===== config.mk =====
export PLATFORM = sky130hd
export DESIGN_NAME = axil_regfile_slave_flat
export DESIGN_NICKNAME = d
export VERILOG_FILES = /design/src/rtl/axil_regfile_slave_pkg.sv /design/src/rtl/axil_regfile_slave_if.sv /design/src/rtl/axil_regfile_slave_reg_bank.sv /design/src/rtl/axil_regfile_slave.sv /design/src/flat_wrapper.sv
export SDC_FILE = /design/constraint.sdc
export NUM_CORES = 1
export LEC_CHECK = 0
export CAP_MARGIN = 30
export CORE_AREA = 2 2 462 464
export DETAILED_ROUTE_END_ITERATION = 10
export DIE_AREA = 0 0 464 466
export GPL_ROUTABILITY_DRIVEN = 0
export PLACE_DENSITY = 0.3
export SKIP_CTS_REPAIR_TIMING = 1
export SLEW_MARGIN = 20
export SYNTH_ARGS = -nofsm -noshare
export SYNTH_HDL_FRONTEND = slang
export SYNTH_SLANG_ARGS = --single-unit

===== constraint.sdc =====
create_clock -name ACLK -period 26.8 [get_ports ACLK]
set_input_delay 5.36 -clock ACLK [delete_from_list [all_inputs] [get_ports ACLK]]
set_output_delay 5.36 -clock ACLK [all_outputs]
set_load 0.005 [all_outputs]

===== src/rtl/axil_regfile_slave_pkg.sv =====
// Shared response codes, channel FSM encodings and address decode helper
// for the AXI4-Lite register file slave.
package axil_pkg;

  localparam logic [1:0] RESP_OKAY   = 2'b00;
  localparam logic [1:0] RESP_SLVERR = 2'b10;

  typedef enum logic [2:0] {
    W_IDLE,
    W_NEED_W,
    W_NEED_AW,
    W_COMMIT,
    W_RESP
  } wr_state_e;

  typedef enum logic {
    R_IDLE,
    R_DATA
  } rd_state_e;

  // Word index of a byte address; the byte-offset bits inside a word are dropped.
  // Kept 64 bits wide so the caller can range-check against NUM_REGS without
  // losing any high address bits.
  function automatic logic [63:0] addr_to_index(input logic [63:0] addr,
                                                input int unsigned off_bits);
    return addr >> off_bits;
  endfunction

endpackage


===== src/rtl/axil_regfile_slave_if.sv =====
// AXI4-Lite bus bundle (five channels) with slave and master views.
interface axil_regfile_slave_if #(
  parameter int DATA_W = 32,
  parameter int ADDR_W = 32
) ();

  logic                  AWVALID;
  logic                  AWREADY;
  logic [ADDR_W-1:0]     AWADDR;
  logic                  WVALID;
  logic                  WREADY;
  logic [DATA_W-1:0]     WDATA;
  logic [DATA_W/8-1:0]   WSTRB;
  logic                  BVALID;
  logic                  BREADY;
  logic [1:0]            BRESP;
  logic                  ARVALID;
  logic                  ARREADY;
  logic [ADDR_W-1:0]     ARADDR;
  logic                  RVALID;
  logic                  RREADY;
  logic [DATA_W-1:0]     RDATA;
  logic [1:0]            RRESP;

  modport slave (
    input  AWVALID, AWADDR, WVALID, WDATA, WSTRB, BREADY, ARVALID, ARADDR, RREADY,
    output AWREADY, WREADY, BVALID, BRESP, ARREADY, RVALID, RDATA, RRESP
  );

  modport master (
    output AWVALID, AWADDR, WVALID, WDATA, WSTRB, BREADY, ARVALID, ARADDR, RREADY,
    input  AWREADY, WREADY, BVALID, BRESP, ARREADY, RVALID, RDATA, RRESP
  );

endinterface


===== src/rtl/axil_regfile_slave_reg_bank.sv =====
// Register array: byte-strobed writes, read-only slots fed live from ro_i,
// combinational read port and one-cycle write pulses.
module axil_reg_bank
  import axil_pkg::*;
#(
  parameter int                   DATA_W    = 32,
  parameter int                   NUM_REGS  = 16,
  parameter int                   IDX_W     = 4,
  parameter logic [NUM_REGS-1:0]  RO_MASK   = '0,
  parameter logic [DATA_W-1:0]    RESET_VAL = '0
) (
  input  logic                         clk_i,
  input  logic                         rst_i,
  input  logic                         wr_en_i,
  input  logic [IDX_W-1:0]             wr_idx_i,
  input  logic [DATA_W-1:0]            wr_data_i,
  input  logic [DATA_W/8-1:0]          wr_strb_i,
  input  logic [IDX_W-1:0]             rd_idx_i,
  output logic [DATA_W-1:0]            rd_data_o,
  input  logic [NUM_REGS*DATA_W-1:0]   ro_i,
  output logic [NUM_REGS*DATA_W-1:0]   reg_q_o,
  output logic [NUM_REGS-1:0]          wr_pulse_o
);

  localparam int STRB_W = DATA_W / 8;

  logic [NUM_REGS-1:0][DATA_W-1:0] regs;
  logic [NUM_REGS-1:0]             pulse_q, pulse_d;
  logic                            unused_ro;

  // Slots of ro_i belonging to writable registers are deliberately ignored.
  assign unused_ro = ^ro_i;

  for (genvar i = 0; i < NUM_REGS; i++) begin : g_reg
    if (RO_MASK[i]) begin : g_ro
      assign regs[i] = ro_i[i*DATA_W +: DATA_W];
    end else begin : g_rw
      logic [DATA_W-1:0] val_q, val_d;

      // Merge strobed byte lanes when this slot is the commit target.
      always_comb begin
        val_d = val_q;
        if (wr_en_i && (wr_idx_i == IDX_W'(i))) begin
          for (int b = 0; b < STRB_W; b++) begin
            if (wr_strb_i[b]) val_d[b*8 +: 8] = wr_data_i[b*8 +: 8];
          end
        end
      end

      // Register storage.
      always_ff @(posedge clk_i or posedge rst_i) begin
        if (rst_i) val_q <= RESET_VAL;
        else       val_q <= val_d;
      end

      assign regs[i] = val_q;
    end
    assign reg_q_o[i*DATA_W +: DATA_W] = regs[i];
  end

  // Pulse fires for any commit to a writable slot, even with all strobes low.
  always_comb begin
    pulse_d = '0;
    for (int i = 0; i < NUM_REGS; i++) begin
      pulse_d[i] = wr_en_i && (wr_idx_i == IDX_W'(i)) && !RO_MASK[i];
    end
  end

  // Delay the pulse so it lines up with the updated register value.
  always_ff @(posedge clk_i or posedge rst_i) begin
    if (rst_i) pulse_q <= '0;
    else       pulse_q <= pulse_d;
  end

  assign wr_pulse_o = pulse_q;

  // Read mux written as a loop so non-power-of-two bank sizes never index past the end.
  always_comb begin
    rd_data_o = '0;
    for (int i = 0; i < NUM_REGS; i++) begin
      if (rd_idx_i == IDX_W'(i)) rd_data_o = regs[i];
    end
  end

endmodule


===== src/rtl/axil_regfile_slave.sv =====
// AXI4-Lite register file slave: independent write and read channel FSMs
// in front of axil_reg_bank.
module axil_regfile_slave
  import axil_pkg::*;
#(
  parameter int                   DATA_W    = 32,
  parameter int                   ADDR_W    = 32,
  parameter int                   NUM_REGS  = 16,
  parameter logic [NUM_REGS-1:0]  RO_MASK   = '0,
  parameter logic [DATA_W-1:0]    RESET_VAL = '0
) (
  input  logic                        ACLK,
  input  logic                        ARESET,
  axil_regfile_slave_if.slave         s_axil,
  input  logic [NUM_REGS*DATA_W-1:0]  RO_IN,
  output logic [NUM_REGS*DATA_W-1:0]  REG_Q,
  output logic [NUM_REGS-1:0]         WR_PULSE
);

  localparam int          STRB_W   = DATA_W / 8;
  localparam int unsigned OFF_BITS = $clog2(STRB_W);
  localparam int          IDX_W    = (NUM_REGS > 1) ? $clog2(NUM_REGS) : 1;

  wr_state_e           wst_q, wst_d;
  rd_state_e           rst_q, rst_d;
  logic [ADDR_W-1:0]   awaddr_q, awaddr_d;
  logic [DATA_W-1:0]   wdata_q, wdata_d;
  logic [STRB_W-1:0]   wstrb_q, wstrb_d;
  logic [1:0]          bresp_q, bresp_d;
  logic [DATA_W-1:0]   rdata_q, rdata_d;
  logic [1:0]          rresp_q, rresp_d;
  logic                awready, wready, wr_en;
  logic [63:0]         widx64, ridx64;
  logic                w_in_range, r_in_range;
  logic [DATA_W-1:0]   bank_rd;

  assign widx64     = addr_to_index(64'(awaddr_q), OFF_BITS);
  assign ridx64     = addr_to_index(64'(s_axil.ARADDR), OFF_BITS);
  assign w_in_range = widx64 < 64'(NUM_REGS);
  assign r_in_range = ridx64 < 64'(NUM_REGS);

  axil_reg_bank #(
    .DATA_W    (DATA_W),
    .NUM_REGS  (NUM_REGS),
    .IDX_W     (IDX_W),
    .RO_MASK   (RO_MASK),
    .RESET_VAL (RESET_VAL)
  ) u_bank (
    .clk_i      (ACLK),
    .rst_i      (ARESET),
    .wr_en_i    (wr_en),
    .wr_idx_i   (widx64[IDX_W-1:0]),
    .wr_data_i  (wdata_q),
    .wr_strb_i  (wstrb_q),
    .rd_idx_i   (ridx64[IDX_W-1:0]),
    .rd_data_o  (bank_rd),
    .ro_i       (RO_IN),
    .reg_q_o    (REG_Q),
    .wr_pulse_o (WR_PULSE)
  );

  // Write channel state and captured AW/W payload.
  always_ff @(posedge ACLK or posedge ARESET) begin
    if (ARESET) begin
      wst_q    <= W_IDLE;
      awaddr_q <= '0;
      wdata_q  <= '0;
      wstrb_q  <= '0;
      bresp_q  <= RESP_OKAY;
    end else begin
      wst_q    <= wst_d;
      awaddr_q <= awaddr_d;
      wdata_q  <= wdata_d;
      wstrb_q  <= wstrb_d;
      bresp_q  <= bresp_d;
    end
  end

  // Write FSM: collect AW and W in any order, commit for one cycle, then hold B.
  always_comb begin
    wst_d    = wst_q;
    awaddr_d = awaddr_q;
    wdata_d  = wdata_q;
    wstrb_d  = wstrb_q;
    bresp_d  = bresp_q;
    awready  = 1'b0;
    wready   = 1'b0;
    wr_en    = 1'b0;
    unique case (wst_q)
      W_IDLE: begin
        awready = 1'b1;
        wready  = 1'b1;
        if (s_axil.AWVALID) awaddr_d = s_axil.AWADDR;
        if (s_axil.WVALID) begin
          wdata_d = s_axil.WDATA;
          wstrb_d = s_axil.WSTRB;
        end
        if (s_axil.AWVALID && s_axil.WVALID) wst_d = W_COMMIT;
        else if (s_axil.AWVALID)             wst_d = W_NEED_W;
        else if (s_axil.WVALID)              wst_d = W_NEED_AW;
      end
      W_NEED_W: begin
        wready = 1'b1;
        if (s_axil.WVALID) begin
          wdata_d = s_axil.WDATA;
          wstrb_d = s_axil.WSTRB;
          wst_d   = W_COMMIT;
        end
      end
      W_NEED_AW: begin
        awready = 1'b1;
        if (s_axil.AWVALID) begin
          awaddr_d = s_axil.AWADDR;
          wst_d    = W_COMMIT;
        end
      end
      W_COMMIT: begin
        // RO targets are filtered inside the bank and still answer OKAY.
        wr_en   = w_in_range;
        bresp_d = w_in_range ? RESP_OKAY : RESP_SLVERR;
        wst_d   = W_RESP;
      end
      W_RESP: begin
        if (s_axil.BREADY) wst_d = W_IDLE;
      end
      default: wst_d = W_IDLE;
    endcase
  end

  assign s_axil.AWREADY = awready;
  assign s_axil.WREADY  = wready;
  assign s_axil.BVALID  = (wst_q == W_RESP);
  assign s_axil.BRESP   = bresp_q;

  // Read channel state and registered response.
  always_ff @(posedge ACLK or posedge ARESET) begin
    if (ARESET) begin
      rst_q   <= R_IDLE;
      rdata_q <= '0;
      rresp_q <= RESP_OKAY;
    end else begin
      rst_q   <= rst_d;
      rdata_q <= rdata_d;
      rresp_q <= rresp_d;
    end
  end

  // Read FSM: sample the bank on the AR handshake edge, hold until RREADY.
  // Sampling the pre-edge bank value gives old data on a same-edge write.
  always_comb begin
    rst_d   = rst_q;
    rdata_d = rdata_q;
    rresp_d = rresp_q;
    unique case (rst_q)
      R_IDLE: begin
        if (s_axil.ARVALID) begin
          rdata_d = r_in_range ? bank_rd : '0;
          rresp_d = r_in_range ? RESP_OKAY : RESP_SLVERR;
          rst_d   = R_DATA;
        end
      end
      R_DATA: begin
        if (s_axil.RREADY) rst_d = R_IDLE;
      end
      default: rst_d = R_IDLE;
    endcase
  end

  assign s_axil.ARREADY = (rst_q == R_IDLE);
  assign s_axil.RVALID  = (rst_q == R_DATA);
  assign s_axil.RDATA   = rdata_q;
  assign s_axil.RRESP   = rresp_q;

endmodule


===== src/flat_wrapper.sv =====
// flat-port wrapper written by rule: the top's interface ports become plain ports
module axil_regfile_slave_flat import axil_pkg::*;
#(
  parameter int                   DATA_W    = 32,
  parameter int                   ADDR_W    = 32,
  parameter int                   NUM_REGS  = 16,
  parameter logic [NUM_REGS-1:0]  RO_MASK   = '0,
  parameter logic [DATA_W-1:0]    RESET_VAL = '0
)
  (ACLK, ARESET, RO_IN, REG_Q, WR_PULSE, s_axil_AWVALID, s_axil_AWADDR, s_axil_WVALID, s_axil_WDATA, s_axil_WSTRB, s_axil_BREADY, s_axil_ARVALID, s_axil_ARADDR, s_axil_RREADY, s_axil_AWREADY, s_axil_WREADY, s_axil_BVALID, s_axil_BRESP, s_axil_ARREADY, s_axil_RVALID, s_axil_RDATA, s_axil_RRESP);
  axil_regfile_slave_if #(.DATA_W(DATA_W), .ADDR_W(ADDR_W)) s_axil_i ();
  input  logic ACLK;
  input  logic ARESET;
  input  logic [NUM_REGS*DATA_W-1:0] RO_IN;
  output logic [NUM_REGS*DATA_W-1:0] REG_Q;
  output logic [NUM_REGS-1:0] WR_PULSE;
  input wire logic [$bits(s_axil_i.AWVALID)-1:0] s_axil_AWVALID;
  input wire logic [$bits(s_axil_i.AWADDR)-1:0] s_axil_AWADDR;
  input wire logic [$bits(s_axil_i.WVALID)-1:0] s_axil_WVALID;
  input wire logic [$bits(s_axil_i.WDATA)-1:0] s_axil_WDATA;
  input wire logic [$bits(s_axil_i.WSTRB)-1:0] s_axil_WSTRB;
  input wire logic [$bits(s_axil_i.BREADY)-1:0] s_axil_BREADY;
  input wire logic [$bits(s_axil_i.ARVALID)-1:0] s_axil_ARVALID;
  input wire logic [$bits(s_axil_i.ARADDR)-1:0] s_axil_ARADDR;
  input wire logic [$bits(s_axil_i.RREADY)-1:0] s_axil_RREADY;
  output wire logic [$bits(s_axil_i.AWREADY)-1:0] s_axil_AWREADY;
  output wire logic [$bits(s_axil_i.WREADY)-1:0] s_axil_WREADY;
  output wire logic [$bits(s_axil_i.BVALID)-1:0] s_axil_BVALID;
  output wire logic [$bits(s_axil_i.BRESP)-1:0] s_axil_BRESP;
  output wire logic [$bits(s_axil_i.ARREADY)-1:0] s_axil_ARREADY;
  output wire logic [$bits(s_axil_i.RVALID)-1:0] s_axil_RVALID;
  output wire logic [$bits(s_axil_i.RDATA)-1:0] s_axil_RDATA;
  output wire logic [$bits(s_axil_i.RRESP)-1:0] s_axil_RRESP;
  assign s_axil_i.AWVALID = s_axil_AWVALID;
  assign s_axil_i.AWADDR = s_axil_AWADDR;
  assign s_axil_i.WVALID = s_axil_WVALID;
  assign s_axil_i.WDATA = s_axil_WDATA;
  assign s_axil_i.WSTRB = s_axil_WSTRB;
  assign s_axil_i.BREADY = s_axil_BREADY;
  assign s_axil_i.ARVALID = s_axil_ARVALID;
  assign s_axil_i.ARADDR = s_axil_ARADDR;
  assign s_axil_i.RREADY = s_axil_RREADY;
  assign s_axil_AWREADY = s_axil_i.AWREADY;
  assign s_axil_WREADY = s_axil_i.WREADY;
  assign s_axil_BVALID = s_axil_i.BVALID;
  assign s_axil_BRESP = s_axil_i.BRESP;
  assign s_axil_ARREADY = s_axil_i.ARREADY;
  assign s_axil_RVALID = s_axil_i.RVALID;
  assign s_axil_RDATA = s_axil_i.RDATA;
  assign s_axil_RRESP = s_axil_i.RRESP;
  axil_regfile_slave #(.DATA_W(DATA_W), .ADDR_W(ADDR_W), .NUM_REGS(NUM_REGS), .RO_MASK(RO_MASK), .RESET_VAL(RESET_VAL)) u_core (.ACLK(ACLK), .ARESET(ARESET), .s_axil(s_axil_i), .RO_IN(RO_IN), .REG_Q(REG_Q), .WR_PULSE(WR_PULSE));
endmodule

==> results.tsv <==
metric	value	unit
combPwrFrac	10.8	%
clock-root-buffer	clkbuf_16	
critPathKind	input pin to flop	
fillers	22800	
tightest_slew	1150	ps
fin_setup_tns	0	ps
core	211000	sq um
nNetsFinal	3438	
drtAntennaViolNets	0	
clockBufferDepth	3	
final_core_utilization	19.8	%
antenna_found_initial	29	
cp.required	27400	ps
tritoncts	built	
ys_seq_area_share	55.4	%
htreeDepth	3	
yosysUniqueCellTypes	65	
layout.cells.non_filler	5726	
yosys_most_used_dff	dfrtp_1	
max_clock_freq	123	MHz
start_kind	input pin	
io_buffer_count	669	
yosys_warnings	0	
grt_use_total	17.0	%
dieArea	216000	sq um
cts.sinks	632	
rsz0062_at_grt	no	
post-place-cells	5546	
cp_slowest_cell	nand2b_1	
cp.depth	7	
power_density	64.9	nW/um^2
vias	22100	
p_int	1840	uW
fin_area	41800	sq um
setup_violations	0	
syn_area	28600	sq um
netlist_instances	2153	
cts.clk_slew.worst_paths	60	ps
cts_made_buffers	90	
avgSynthCellArea	13.3	sq um
first_pass_iters	5	
layout-drive-gt1-share	25.2	%
synthArstFlopShare	100	%
fin_skew	31.5	ps
vias_per_cell	3.87	
endpoint_kind	flop	
maxSlewHeadroom	22.6	%
overflow	0	
grt_pass1_wl	244000	um
path_max_fanout	31	
irDropWorstVdd	59.4	uV
drc_errors	0	
pin_count	1188	
placement.cell_area	38800	sq um
max_cap_violations	0	
pre_cts_slack	17810	ps
clockPowerShare	44.7	%
p_seq_share	44.5	%
drt-initial-drc-count	1238	
critPathMaxStageDelay	680	ps
cpLargestDelayFamily	buffers and inverters	
crit_chain	clkbuf_8, buf_4, buf_4, nand2b_1, o32ai_1, a221oi_1, o41ai_1	
status	finished, final reports clean	
wl	188000	um
hpwl	138000	um
holdPathStages	2	
die_h	466	um
rr_worst_depth	6	
fp.dieW	464	um
wire_per_inst	32.8	um
arrival	8710	ps
clock_latency	730	ps
rows	169	
synth_edf_count	0	
maxSlewViolCount	0	
syn_to_final_growth	46.5	%
post-route-worst-setup-slack	18690	ps
period_share	30.3	%
synth_seq_cells	632	
sw_frac_of_total	32.3	%
power.leakage	0.0180	uW
period_needed	8110	ps
grt_pass1_vias	23400	
netSwitchingPower	877	uW
grt_max_degree	131	
crit_buf_inv	3	
critPathMostFrequentCell	buf_4	
hold_viol	0	
start_util	13.5	%
hold_class	flop to flop	
[power groups by stage]
stage	Sequential [uW]	Combinational, uW	Clock [uW]
after floorplan	1070	221	0
after global placement	1240	292	0
after detailed placement	1230	303	0
after CTS	1220	304	1260
after global routing	1230	317	1300
final	1210	294	1210
[placed cells by master (no fill, tap or decap), types with 13 or more instances in the layout]
cell type | netlist | final
nand2_2 | 20 | 21
dfrtp_1 | 632 | 631
nor4_1 | 13 | 13
a221o_1 | 18 | 18
clkbuf_1 | 126 | 23
mux2_1 | 160 | 160
nand2_1 | 81 | 80
a221oi_1 | 26 | 26
a22oi_1 | 28 | 28
nand3_2 | 16 | 17
nor2b_1 | 20 | 15
diode_2 | 0 | 19
mux2_2 | 433 | 433
nor2_1 | 45 | 42
a21oi_1 | 60 | 60
clkbuf_8 | 0 | 25
a22o_1 | 23 | 23
buf_4 | 6 | 58
mux2i_1 | 68 | 68
mux4_2 | 20 | 20
o22ai_1 | 42 | 42
clkbuf_16 | 0 | 92
o221ai_1 | 24 | 24
nand3_1 | 28 | 27
clkdlybuf4s50_1 | 0 | 665
and2_1 | 14 | 13
o21ai_0 | 49 | 49
[cells by family after synthesis]
| family | synth area share (%) |
|---|---|
| buffers and inverters | 2.48 |
| multiplexers | 27.3 |
| AND/OR/NAND/NOR | 5.92 |
| flip-flops | 55.4 |
| other | 0.0131 |
| AO/OA/AOI/OAI | 8.88 |
[sequential cells by signal, summed over array words and instances, names as in the netlist]
| register | count |
|---|---|
| u_core.wst_q | 3 |
| u_core.s_axil.RRESP | 1 |
| u_core.s_axil.RDATA | 32 |
| u_core.awaddr_q | 30 |
| u_core.wstrb_q | 4 |
| u_core.s_axil.RVALID | 1 |
| u_core.wdata_q | 32 |
| u_core.s_axil.BRESP | 1 |
| u_core.u_bank.g.g_rw.val_q | 512 |
| u_core.u_bank.wr_pulse_o | 16 |
[synthesized netlist by cell type (28+ instances only)]
cell type / n / area, sq um
dfrtp_1: 632 / 15800
mux2_2: 433 / 4880
mux2_1: 160 / 1800
clkbuf_1: 126 / 473
nand2_1: 81 / 304
mux2i_1: 68 / 681
a21oi_1: 60 / 300
o21ai_0: 49 / 245
nor2_1: 45 / 169
o22ai_1: 42 / 263
a22oi_1: 28 / 210
nand3_1: 28 / 140
[per-stage QoR]
| stage | hold WS, ps | power (uW) |
|---|---|---|
| after floorplan | 473 | 1290 |
| after detailed placement | 478 | 1540 |
| after global routing | 520 | 2840 |
| final | 492 | 2710 |
| after global placement | 480 | 1530 |
| after CTS | 491 | 2780 |
[area by class of cell]
| class | instances | area, sq um | area share, % |
|---|---|---|---|
| timing repair buffer | 737 | 7320 | 17.5 |
| clock inverter | 20 | 200 | 0.478 |
| inverter | 12 | 52.6 | 0.126 |
| tap | 2821 | 3530 | 8.44 |
| multi-input combinational | 1346 | 12200 | 29.1 |
| clock buffer | 139 | 2720 | 6.50 |
| antenna | 19 | 47.5 | 0.114 |
| sequential | 632 | 15800 | 37.8 |
[tightest hold or removal path, stage by stage, from the launching register on]
cell and delay [ps]:
dfrtp_1 340, nand2_1 50, o221ai_1 60
[routing by layer]
metal / global-route usage (%) / part of all wire [%] / up-vias
met3: 6.48 / 8.7 / 178
met1: 21.0 / 42 / 11800
met4: 4.75 / 2.8 / 16
met5: 0 / 0.053 / -
met2: 27.5 / 47 / 741
li1: - / - / 9449
[worst paths after layout]
kind / slack [ps] / from / endpoint
hold / removal: 490 / u_core.s_axil.RDATA[1] / u_core.s_axil.RDATA[1]
setup / recovery: 18690 / s_axil_ARADDR[2] / u_core.s_axil.RDATA[29]
setup reg to reg: 22850 / u_core.awaddr_q[28] / u_core.u_bank.g_reg[14].g_rw.val_q[21]
min in group asynchronous: 5150 / ARESET / u_core.wdata_q[21]
max in group asynchronous: 18930 / ARESET / u_core.u_bank.g_reg[14].g_rw.val_q[5]
hold reg to reg: 490 / u_core.s_axil.RDATA[1] / u_core.s_axil.RDATA[1]
Power figures use the tool's default switching activity.
